===== config.mk =====
export PLATFORM = sky130hd
export DESIGN_NAME = bw_iodll_ctl
export DESIGN_NICKNAME = d
export VERILOG_FILES = /design/src/rtl/bw_iodll_ctl.sv
export SDC_FILE = /design/constraint.sdc
export NUM_CORES = 1
export LEC_CHECK = 0
export CORE_UTILIZATION = 48
export CTS_BUF_LIST = sky130_fd_sc_hd__clkbuf_8 sky130_fd_sc_hd__clkbuf_16
export CTS_CLUSTER_DIAMETER = 60
export DETAILED_ROUTE_END_ITERATION = 7
export PLACE_DENSITY_LB_ADDON = 0.25
export SLEW_MARGIN = 25
export SYNTH_ARGS = -nofsm -noshare
export SYNTH_HDL_FRONTEND = slang
export SYNTH_SLANG_ARGS = --single-unit
export TNS_END_PERCENT = 30

===== constraint.sdc =====
create_clock -name ddr_clk_in -period 4.1 [get_ports ddr_clk_in]
set_input_delay 1.025 -clock ddr_clk_in [delete_from_list [all_inputs] [get_ports ddr_clk_in]]
set_output_delay 1.025 -clock ddr_clk_in [all_outputs]
set_load 0.02 [all_outputs]

===== src/rtl/bw_iodll_ctl.sv =====
// Master-DLL loop controller: filters early/late phase-detector votes into a saturating
// delay code, applies a signed trim, and manages lock, bypass and test-freeze modes.
module bw_iodll_ctl #(
    parameter int CODE_W    = 5,
    parameter int TRIM_W    = 3,
    parameter int FILT_TH   = 4,
    parameter int LOCK_CNT  = 8,
    parameter int LOSS_CNT  = 4,
    parameter int INIT_CODE = 16
) (
    input  logic              ddr_clk_in,
    input  logic              io_dll_reset_l,
    input  logic              pd_early,
    input  logic              pd_late,
    input  logic [TRIM_W-1:0] delay_ctrl,
    input  logic              io_dll_bypass_l,
    input  logic [CODE_W-1:0] bypass_data,
    input  logic              ddr_testmode_l,
    output logic              iodll_lock,
    output logic [CODE_W-1:0] lpf_out,
    output logic              strobe,
    output logic              overflow,
    output logic              underflow,
    output logic [1:0]        o_dbg_state
);
    localparam int ACC_W = $clog2(FILT_TH) + 2;
    localparam int REV_W = $clog2(LOCK_CNT + 1);
    localparam int RUN_W = $clog2(LOSS_CNT + 1);
    localparam logic [CODE_W-1:0]       CODE_MAX = {CODE_W{1'b1}};
    localparam logic [CODE_W-1:0]       CODE_INI = CODE_W'(INIT_CODE);
    localparam logic signed [ACC_W-1:0] TH_P     = ACC_W'(FILT_TH);
    localparam logic signed [ACC_W-1:0] TH_N     = -TH_P;
    localparam logic [REV_W-1:0]        REV_MAX  = REV_W'(LOCK_CNT);
    localparam logic [RUN_W-1:0]        RUN_MAX  = RUN_W'(LOSS_CNT);

    typedef enum logic [1:0] {
        S_ACQ    = 2'd0,
        S_TRACK  = 2'd1,
        S_BYPASS = 2'd2,
        S_FREEZE = 2'd3
    } state_t;

    state_t                   r_state, w_state_nxt;
    logic signed [ACC_W-1:0]  r_acc, w_acc_sum, w_acc_nxt;
    logic [CODE_W-1:0]        r_code, w_code_nxt;
    logic [CODE_W-1:0]        r_lpf, w_lpf_nxt;
    logic [REV_W-1:0]         r_rev, w_rev_nxt;
    logic [RUN_W-1:0]         r_run, w_run_nxt;
    logic                     r_lock, w_lock_nxt;
    logic                     r_strobe, r_ovf, r_udf;
    logic                     r_have_prev, r_prev_up, r_frz_track;
    logic                     w_loop, w_step_up, w_step_dn, w_step;

    // Clamp code + sign-extended trim into the legal code range.
    function automatic logic [CODE_W-1:0] sat_add(input logic [CODE_W-1:0] c,
                                                  input logic [TRIM_W-1:0] t);
        logic signed [CODE_W+1:0] sum;
        sum = $signed({2'b00, c}) + $signed({{(CODE_W+2-TRIM_W){t[TRIM_W-1]}}, t});
        if (sum < 0)                           return '0;
        else if (sum > $signed({2'b00, CODE_MAX})) return CODE_MAX;
        else                                   return sum[CODE_W-1:0];
    endfunction

    assign w_loop = io_dll_bypass_l && ddr_testmode_l && (r_state == S_ACQ || r_state == S_TRACK);

    always_comb begin
        w_acc_sum   = r_acc;
        w_acc_nxt   = r_acc;
        w_code_nxt  = r_code;
        w_rev_nxt   = r_rev;
        w_run_nxt   = r_run;
        w_state_nxt = r_state;
        if (pd_early && !pd_late)      w_acc_sum = r_acc + ACC_W'(1);
        else if (pd_late && !pd_early) w_acc_sum = r_acc - ACC_W'(1);
        w_step_up = w_loop && (w_acc_sum == TH_P);
        w_step_dn = w_loop && (w_acc_sum == TH_N);
        w_step    = w_step_up || w_step_dn;

        if (w_loop) w_acc_nxt = w_step ? '0 : w_acc_sum;
        if (w_step_up && r_code != CODE_MAX) w_code_nxt = r_code + CODE_W'(1);
        if (w_step_dn && r_code != '0)       w_code_nxt = r_code - CODE_W'(1);

        // A held (saturated) step still counts in its requested direction.
        if (w_step) begin
            if (r_have_prev && (r_prev_up != w_step_up)) begin
                w_rev_nxt = (r_rev == REV_MAX) ? r_rev : r_rev + REV_W'(1);
                w_run_nxt = RUN_W'(1);
            end else begin
                w_run_nxt = (r_run == RUN_MAX) ? r_run : r_run + RUN_W'(1);
                w_rev_nxt = '0;
            end
        end

        if (!io_dll_bypass_l) begin
            w_state_nxt = S_BYPASS;
            w_acc_nxt   = '0;
            w_rev_nxt   = '0;
            w_run_nxt   = '0;
        end else begin
            case (r_state)
                S_BYPASS: w_state_nxt = S_ACQ;
                S_FREEZE: if (ddr_testmode_l) w_state_nxt = r_frz_track ? S_TRACK : S_ACQ;
                S_ACQ:
                    if (!ddr_testmode_l)                    w_state_nxt = S_FREEZE;
                    else if (w_step && w_rev_nxt == REV_MAX) w_state_nxt = S_TRACK;
                S_TRACK:
                    if (!ddr_testmode_l)                    w_state_nxt = S_FREEZE;
                    else if (w_step && w_run_nxt == RUN_MAX) w_state_nxt = S_ACQ;
                default: w_state_nxt = S_ACQ;
            endcase
        end
        w_lock_nxt = (w_state_nxt == S_TRACK) || (w_state_nxt == S_FREEZE && r_lock);
        w_lpf_nxt  = io_dll_bypass_l ? sat_add(r_code, delay_ctrl) : bypass_data;
    end

    always_ff @(posedge ddr_clk_in) begin
        if (!io_dll_reset_l) begin
            r_state     <= S_ACQ;
            r_acc       <= '0;
            r_code      <= CODE_INI;
            r_rev       <= '0;
            r_run       <= '0;
            r_lock      <= 1'b0;
            r_ovf       <= 1'b0;
            r_udf       <= 1'b0;
            r_strobe    <= 1'b0;
            r_have_prev <= 1'b0;
            r_prev_up   <= 1'b0;
            r_frz_track <= 1'b0;
            r_lpf       <= io_dll_bypass_l ? sat_add(CODE_INI, delay_ctrl) : bypass_data;
        end else begin
            r_state  <= w_state_nxt;
            r_acc    <= w_acc_nxt;
            r_code   <= w_code_nxt;
            r_rev    <= w_rev_nxt;
            r_run    <= w_run_nxt;
            r_lock   <= w_lock_nxt;
            r_ovf    <= r_ovf | (w_step_up && r_code == CODE_MAX);
            r_udf    <= r_udf | (w_step_dn && r_code == '0);
            r_lpf    <= w_lpf_nxt;
            r_strobe <= (w_lpf_nxt != r_lpf);
            if (w_step) begin
                r_have_prev <= 1'b1;
                r_prev_up   <= w_step_up;
            end
            if (w_state_nxt == S_FREEZE && r_state != S_FREEZE)
                r_frz_track <= (r_state == S_TRACK);
        end
    end

    assign iodll_lock  = r_lock;
    assign lpf_out     = r_lpf;
    assign strobe      = r_strobe;
    assign overflow    = r_ovf;
    assign underflow   = r_udf;
    assign o_dbg_state = r_state;
endmodule

==> results of run 1 <==
[per-layer routing]
layer,routed length (um),up-vias
met3,264,2
met5,0,-
met4,30,0
li1,-,1084
met1,2439,962
met2,2393,48
[synth_stat cells (5+ instances only)]
cell / number / area share, %
dfxtp_1: 30 / 26
a21oi_1: 28 / 6.1
inv_1: 19 / 3.1
nor2_1: 19 / 3.1
nand2_1: 18 / 3.0
ha_1: 15 / 8.2
nand3_1: 14 / 3.1
o21ai_0: 11 / 2.4
and2_1: 8 / 2.2
xor2_1: 8 / 3.1
nand3b_1: 6 / 2.0
xnor2_1: 6 / 2.3
and3_1: 5 / 1.4
mux2_2: 5 / 2.5
nor2b_1: 5 / 1.4
nor3_1: 5 / 1.1
[timing repair]
item	in CTS	in global routing
resized for setup	0	2
endpoints found under the setup margin	0	1
buffers inserted	0	0
hold buffers	0	0
[cell families (layout without fill, tap and decap cells)]
kind of cell,count (synthesis),count (layout)
compound gates,81,81
xor+xnor,15,15
fa+ha+maj,17,17
buf+inv,26,57
flops,30,30
mux,10,10
simple gates,100,100
[area by class of cell]
type	count	area, um^2	area share [%]
clock buffers	6	82.58	3.047
clock inverters	2	8.758	0.3232
repair buffers	30	287.8	10.62
well taps	52	65.06	2.401
inverters	19	71.32	2.632
flip-flops and latches	30	600.6	22.16
multi-input cells	223	1594	58.82
[worst max-delay path: stages]
cell	delay, ns
clkdlybuf4s50_1	0.55
nand3b_1	0.27
and3_1	0.22
a211oi_2	0.27
and2_1	0.19
nand3_1	0.13
inv_1	0.15
ha_1	0.28
nor2b_1	0.15
o21ai_0	0.22
nor2b_1	0.17
mux2i_1	0.09
a21o_1	0.19
a21o_1	0.16
[where the power goes]
| group | total [mW] | switching [mW] | internal (mW) | leakage [nW] |
|---|---|---|---|---|
| Combinational | 0.139 | 0.0711 | 0.0675 | 0.785 |
| Clock | 0.249 | 0.116 | 0.133 | 0.0524 |
| Sequential | 0.313 | 0.0127 | 0.301 | 0.245 |
| Total | 0.701 | 0.200 | 0.501 | 1.08 |
[worst max path at each step]
stage	endpoint	from	cells past startpoint
6_report	r_code[4]	pd_late	14
5_1_grt	r_code[4]	pd_late	14
4_1_cts	r_code[4]	pd_early	14
3_5_place_dp	r_code[4]	pd_early	14
3_3_place_gp	r_code[4]	pd_early	14
2_1_floorplan	r_code[4]	pd_early	15
[through the flow]
| stage | setup WS, ns | util (%) | cell area, um^2 | total power [mW] | hold slack [ns] |
|---|---|---|---|---|---|
| final | 0.2254 | 60.57 | 2710 | 0.7010 | 0.4564 |
| after global routing | 0.009811 | 60.57 | 2710 | 0.7290 | 0.4851 |
| after CTS | 0.2405 | 60.35 | 2700 | 0.7032 | 0.4587 |
| after detailed placement | -0.02333 | 58.31 | 2609 | 0.4565 | 0.4426 |
| after global placement | 0.08626 | 58.31 | 2609 | 0.4551 | 0.4444 |
| after floorplan | 0.5596 | - | 2288 | 0.4032 | 0.4311 |
[registers in the layout, indices dropped and copies added, names as in the netlist]
name,cells
iodll_lock,1
r_have_prev,1
strobe,1
r_acc,4
o_dbg_state,2
overflow,1
lpf_out,5
r_prev_up,1
r_rev,4
r_code,5
r_frz_track,1
underflow,1
r_run,3
==> summary.txt, run 1 <==
outcome -> finished, violations left
violations in the final reports -> design-rule violations
Port Buffers -> 24
clk buf depth -> 2
Register-to-Register Setup Slack -> 0.71 ns
global-route track usage on met1 -> 28.61%
Post-synth EDFFs -> 0
antenna cells -> 0
min Tclk post-route -> 3.875 ns
layout cell share with drive strength beyond 1 -> 10.00%
initial DRC count -> 108
measured slew at the worst slew-check pin -> 0.5227 ns
maximum VDD drop -> 236.6 uV
vias per cell -> 5.790
GRT overflow -> 0
Routed Antenna Nets -> 0
commonest cells after routing, fill and taps aside -> dfxtp_1 (30), a21oi_1 (28), clkdlybuf4s50_1 (23)
Clock Pin Slew Worst Setup and Hold Paths -> 0.06 ns
Seq/Total Area, Yosys -> 26.24%
RR Startpoint -> r_acc[0]
XOR/XNOR Fraction of Synth Area -> 6.561%
clk sinks -> 30
Syn Inst Count -> 279
Clock Latency Late Sink -> 0.29 ns
Starting Density -> 51.15%
number of global-route vias before repair -> 1923
DRC Markers -> 2
pwr/cell area -> 258.7 nW/um^2
post-synthesis mux area share -> 4.811%
via count -> 2096
Die Y -> 71.05 um
final non-filler cell total -> 362
placed cells -> 354
Post-Synth Simple-Gate Area -> 24.38%
die width -> 71.05 um
Rel. slew slack -> 64.90%
synthesized net count -> 310
Final Setup Violations -> 0
Clock Root Buffer -> clkbuf_8
TritonCTS clock tree -> yes
Static Leakage -> 1.082 nW
worst hold path type -> reg -> reg
Setup CP Type -> in -> reg
Avg Cell Area, Syn -> 8.202 um^2
Worst Hold Depth -> 2
final WL -> 5128 um
commonest non-fill, non-tap cell in the layout -> dfxtp_1
FILL cells -> 411
worst path arrival time -> 4.05 ns
compound-cell area share of the yosys netlist -> 23.62%
critical path launch point type -> input pin
1st-pass router iterations -> 6
Yosys reg bits -> 30
top_reg_cell synth -> dfxtp_1
I/O Pins -> 25
met3 Use GR -> 4.274%
GRT busiest layer -> met2
main combinational cell family by area after synthesis -> simple AND/OR/NAND/NOR gates
CTS Buf Count -> 5
critical path endpoint category -> flop
R2R Path End -> r_code[4]
final period utilization -> 94.50%
routed length per instance -> 14.17 um
Max Slew Vio Count -> 0
CP max FO -> 8
CTS H-tree depth -> 2
met2 GRT Util -> 35.26%
RSZ-0062 raised after global routing -> no
Overall Global Routing Usage -> 21.52%
row count -> 24
Final Hold Vio Count -> 0
min-delay src -> overflow
area grow syn2layout -> 18.43%
FMAX -> 0.2581 GHz
antenna violations before repair -> 0
GPL Wtd Cong -> 0.7782
WHS Endpoint -> overflow
DIE AREA -> 5047 um^2
CP required -> 4.28 ns
Fin Clk Skew -> 0.006313 ns
synth warn -> 0
largest net degree at the start of global routing -> 26
synth unique cells -> 63
Worst Reg2Reg Path Length in Cells -> 15
synthesized cell area -> 2288 um^2
first-pass GRT wire length -> 8700 um
Post-DP HPWL -> 3767 um
Synth Area in Adders -> 9.951%
Setup TNS Final -> 0 ns
Async SR Flop Fraction -> 0%
Max-Cap Viols -> 0
layout net count -> 340
Core ar. -> 4474 um^2
Power figures use the tool's default switching activity.
==> inputs of run 2 (changes only) <==
--- a/config.mk
+++ b/config.mk
@@ -10,7 +10,7 @@
 export CTS_CLUSTER_DIAMETER = 60
 export DETAILED_ROUTE_END_ITERATION = 7
 export PLACE_DENSITY_LB_ADDON = 0.25
-export SLEW_MARGIN = 25
+export SLEW_MARGIN = 20
 export SYNTH_ARGS = -nofsm -noshare
 export SYNTH_HDL_FRONTEND = slang
 export SYNTH_SLANG_ARGS = --single-unit
==> constraint.sdc (replaced) <==
create_clock -name ddr_clk_in -period 4.3 [get_ports ddr_clk_in]
set_input_delay 1.075 -clock ddr_clk_in [delete_from_list [all_inputs] [get_ports ddr_clk_in]]
set_output_delay 1.075 -clock ddr_clk_in [all_outputs]
set_load 0.02 [all_outputs]
==> run 2 against run 1 <==
- clock power is 3% lower
- design area down 0.78%
- non-clock buffer count down 2
- sequential power shrank 5%
- highest routed layer unchanged
- via count down 0.67%
- clock skew grew 0.0046 ns
- first-iteration DRC count decreased by 2.8%
- the run still ends with design-rule violations left
- sequential cell count did not move
- combinational power shrank 6%
- clock-buffer cell count unchanged
- register-to-register slack improved by 0.20 ns
==> summary.txt, run 2 (synthesis gave the netlist of run 1 again) <==
die width -> 71.05 um
1st-pass router iterations -> 6
layout cell share with drive strength beyond 1 -> 9.416%
TritonCTS clock tree -> yes
antenna cells -> 0
min Tclk post-route -> 3.908 ns
FMAX -> 0.2559 GHz
final worst slack -> 0.3918 ns
Static Leakage -> 1.052 nW
Max-Cap Viols -> 0
Setup TNS Final -> 0 ns
commonest non-fill, non-tap cell in the layout -> dfxtp_1
Post-DP HPWL -> 3810 um
clk sinks -> 30
Routed Antenna Nets -> 0
Final Hold Vio Count -> 0
critical path endpoint category -> flop
I/O Pins -> 25
GRT busiest layer -> met2
Clock Latency Late Sink -> 0.29 ns
Worst Hold Depth -> 2
CTS H-tree depth -> 2
worst hold path type -> reg -> reg
Port Buffers -> 24
post-CTS setup buffers -> 0
RR Startpoint -> r_acc[0]
WHS Endpoint -> overflow
routed length per instance -> 14.22 um
Register-to-Register Setup Slack -> 0.91 ns
hold_buf cts -> 0
first-pass GRT wire length -> 8797 um
antenna violations before repair -> 0
placed cells -> 352
GRT overflow -> 0
largest net degree at the start of global routing -> 26
clk buf depth -> 2
met2 GRT Util -> 37.61%
final non-filler cell total -> 360
Overall Global Routing Usage -> 22.13%
DRC Markers -> 2
Core ar. -> 4474 um^2
critical path cell sequence -> clkdlybuf4s50_1 -> xnor2_1 -> nand3_1 -> a211oi_2 -> and2_1 -> nand3_1 -> inv_1 -> ha_1 -> nor2b_1 -> o21ai_0 -> nor2b_1 -> mux2i_1 -> a21o_1 -> a21o_1
FILL cells -> 414
number of global-route vias before repair -> 2000
final WL -> 5118 um
start point of the critical path -> pd_early
Die Y -> 71.05 um
area grow syn2layout -> 17.50%
maximum VDD drop -> 169.1 uV
violations in the final reports -> design-rule violations
commonest cells after routing, fill and taps aside -> dfxtp_1 (30), a21oi_1 (28), clkdlybuf4s50_1 (24)
DIE AREA -> 5047 um^2
CTS Buf Count -> 5
Fin Clk Skew -> 0.01095 ns
CP max FO -> 8
initial DRC count -> 105
multi-input logic area -> 1587 um^2
Starting Density -> 51.15%
Hold WS -> 0.4478 ns
critical path launch point type -> input pin
outcome -> finished, violations left
GPL Wtd Cong -> 0.8799
R2R Path End -> r_code[4]
# resized after CTS -> 0
Rel. slew slack -> 66.31%
min-delay src -> overflow
critical path's slowest cell -> clkdlybuf4s50_1
met3 Use GR -> 4.701%
global-route track usage on met1 -> 27.57%
vias per cell -> 5.783
measured slew at the worst slew-check pin -> 0.5017 ns
worst path arrival time -> 4.08 ns
Sequential Area -> 600.6 um^2
DP Worst Slack -> 0.1214 ns
Final Setup Violations -> 0
Max Slew Vio Count -> 0
layout net count -> 338
via count -> 2082
RSZ-0062 raised after global routing -> no
final period utilization -> 90.89%
Clock Pin Slew Worst Setup and Hold Paths -> 0.06 ns
pwr/cell area -> 249.0 nW/um^2
row count -> 24
CP required -> 4.47 ns
slowest cell delay on critical path -> 0.56 ns
Clock Root Buffer -> clkbuf_8
Worst Reg2Reg Path Length in Cells -> 15
Setup CP Type -> in -> reg
==> run 2: through the flow <==
stage	power (mW)	utilization [%]	instance area (um^2)
5_1_grt	0.7013	60.10	2689
2_1_floorplan	0.3844	-	2288
3_5_place_dp	0.4337	57.97	2594
3_3_place_gp	0.4326	57.97	2594
4_1_cts	0.6762	60.10	2689
6_report	0.6696	60.10	2689
==> run 2: critical path: cells and delay by family <==
family	cells	cell delay, ns
simple gates	5	0.78
mux	1	0.10
xor+xnor	1	0.30
compound gates	4	0.88
buf+inv	2	0.69
fa+ha+maj	1	0.27
==> run 2: power by group <==
| part | internal (mW) | switching (mW) | total [mW] |
|---|---|---|---|
| Combinational | 0.0630 | 0.0669 | 0.130 |
| Sequential | 0.287 | 0.0119 | 0.298 |
| Clock | 0.129 | 0.113 | 0.241 |
| Total | 0.478 | 0.192 | 0.670 |
==> run 2: metal layers <==
| metal | routed length [um] | vias up | share of wire, % |
|---|---|---|---|
| met1 | 2401 | 962 | 47 |
| met2 | 2468 | 35 | 48 |
| li1 | - | 1080 | - |
| met3 | 183 | 5 | 3.6 |
| met5 | 0 | - | 0 |
| met4 | 63 | 0 | 1.2 |
==> run 2: how the worst max path moves through the flow <==
stage,cells after the start,end
floorplan,15,r_code[4]
global placement,14,r_code[4]
detailed placement,14,r_code[4]
CTS,14,r_code[4]
global route,14,r_code[4]
finish,14,r_code[4]
==> run 2: cell type report <==
type | instances | share of cell area (%)
clock buffer | 6 | 3.071
clock inverter | 2 | 0.4653
inverter | 19 | 2.652
multi-input combinational | 223 | 59.00
sequential | 30 | 22.34
tap | 52 | 2.420
timing repair buffer | 28 | 10.05
==> inputs of run 3 (changes only) <==
--- a/config.mk
+++ b/config.mk
@@ -5,6 +5,7 @@
 export SDC_FILE = /design/constraint.sdc
 export NUM_CORES = 1
 export LEC_CHECK = 0
+export CORE_MARGIN = 4
 export CORE_UTILIZATION = 48
 export CTS_BUF_LIST = sky130_fd_sc_hd__clkbuf_8 sky130_fd_sc_hd__clkbuf_16
 export CTS_CLUSTER_DIAMETER = 60
==> run 3 against run 2 <==
- clock-buffer cell count is 1 lower
- sequential cell count unchanged
- global-route usage shrank 4.1 points
- sequential power hardly changed
- the flow now finishes without violations
- routed wire length grew 1.0%
- register-to-register slack got worse by 0.03 ns
==> summary.txt, run 3 (synthesis gave the netlist of run 1 again) <==
Clock Root Buffer -> clkbuf_8
Starting Density -> 51.15%
maximum VDD drop -> 170.3 uV
final period utilization -> 92.13%
antenna violations before repair -> 0
Setup TNS Final -> 0 ns
Reg power frac -> 42.1%
FILL cells -> 417
clk sinks -> 30
Clk network pwr share -> 39.6%
row count -> 24
Max Slew Vio Count -> 0
commonest non-fill, non-tap cell in the layout -> dfxtp_1
initial DRC count -> 93
Die Y -> 77.05 um
critical path cell sequence -> clkdlybuf4s50_1 -> xnor2_1 -> nand3_1 -> a211oi_2 -> and2_1 -> nand3_1 -> inv_1 -> ha_1 -> nor2b_1 -> o21ai_0 -> nor2b_1 -> mux2i_1 -> a21o_1 -> a21o_1
critical path's slowest cell -> clkdlybuf4s50_1
Clock Pin Slew Worst Setup and Hold Paths -> 0.06 ns
Max-Cap Viols -> 0
RSZ-0062 raised after global routing -> no
CTS Buf Count -> 5
Fin Clk Skew -> 0.004726 ns
hold_buf cts -> 0
critical path launch point type -> input pin
# resized after CTS -> 0
min-delay src -> overflow
Static Leakage -> 1.063 nW
CP required -> 4.47 ns
CTS H-tree depth -> 2
GRT overflow -> 0
measured slew at the worst slew-check pin -> 0.5197 ns
worst path arrival time -> 4.14 ns
DP Area -> 2594 um^2
Post-DP HPWL -> 3797 um
Combinational Power Share -> 18.4%
largest net degree at the start of global routing -> 26
TritonCTS clock tree -> yes
worst hold path type -> reg -> reg
Final Setup Violations -> 0
layout cell share with drive strength beyond 1 -> 9.416%
Setup CP Type -> in -> reg
pwr/cell area -> 263.0 nW/um^2
Finished Cell Area -> 2703 um^2
DRC Markers -> 0
final WL -> 5169 um
post-CTS setup buffers -> 0
sw frac -> 26.86%
I/O Pins -> 25
1st-pass router iterations -> 4
outcome -> complete, no violations
commonest cells after routing, fill and taps aside -> dfxtp_1 (30), a21oi_1 (28), clkdlybuf4s50_1 (24)
vias per cell -> 5.844
Routed Antenna Nets -> 0
min Tclk post-route -> 3.962 ns
total power -> 0.7107 mW
Final Hold Vio Count -> 0
slowest cell delay on critical path -> 0.57 ns
Core ar. -> 4474 um^2
P_sw -> 0.1909 mW
start point of the critical path -> pd_early
layout net count -> 338
Port Buffers -> 24
Clock Latency Late Sink -> 0.28 ns
CP max FO -> 8
Overall Global Routing Usage -> 18.02%
Post-Route Utilization -> 60.40%
antenna cells -> 0
number of global-route vias before repair -> 2007
DIE AREA -> 5936 um^2
first-pass GRT wire length -> 8970 um
area grow syn2layout -> 18.10%
clk buf depth -> 2
routed length per instance -> 14.36 um
internal power -> 0.5198 mW
critical path endpoint category -> flop
GPL Wtd Cong -> 0.8792
RR Startpoint -> r_acc[0]
FMAX -> 0.2524 GHz
Rel. slew slack -> 65.11%
via count -> 2104
die width -> 77.05 um
==> run 3: path summary, 6_finish.rpt <==
path / slack, ns / depth (start not counted) / end
worst max-delay path: 0.34 / 14 / r_code[4]
worst min-delay path: 0.45 / 2 / overflow
worst max register to register: 0.88 / 15 / r_code[4]
worst min register to register: 0.45 / 2 / overflow
==> run 3: layout make-up <==
cell class                 count  area (um^2)  area share, %
tap                           52        65.06          2.407
clock buffer                   5        68.82          2.546
inverter                      19        71.32          2.639
timing repair buffer          28        270.3          10.00
sequential                    30        600.6          22.22
clock inverter                 3        40.04          1.481
multi-input combinational    223         1587          58.70
==> run 3: worst max-delay path, delay by kind of cell <==
family | cells | cell delay, ns
multiplexers | 1 | 0.09
buffers and inverters | 2 | 0.70
AND/OR/NAND/NOR | 5 | 0.79
AO/OA/AOI/OAI | 4 | 0.91
adder cells (fa/ha/maj) | 1 | 0.27
XOR/XNOR | 1 | 0.30
==> run 3: power groups by stage <==
stage | clock, mW | combinational (mW) | sequential, mW
after global placement | 0 | 0.128 | 0.304
after CTS | 0.286 | 0.130 | 0.299
after detailed placement | 0 | 0.129 | 0.305
after floorplan | 0 | 0.0739 | 0.311
after global routing | 0.299 | 0.143 | 0.301
final | 0.281 | 0.131 | 0.299
==> run 3: metrics by stage <==
step,hold slack [ns],setup WS [ns],cells
3_5_place_dp,0.4410,0.08806,352
2_1_floorplan,0.4311,0.7096,279
6_report,0.4549,0.3383,360
4_1_cts,0.4597,0.3717,360
3_3_place_gp,0.4424,0.1863,352
5_1_grt,0.4787,0.09049,360
==> run 3: metal layers <==
layer / GRT usage (%) / routed length (um) / vias to the layer above
met4: 7.117 / 60 / 0
met1: 23.40 / 2412 / 969
li1: - / - / 1081
met5: 0 / 0 / -
met2: 28.92 / 2430 / 48
met3: 4.098 / 266 / 6
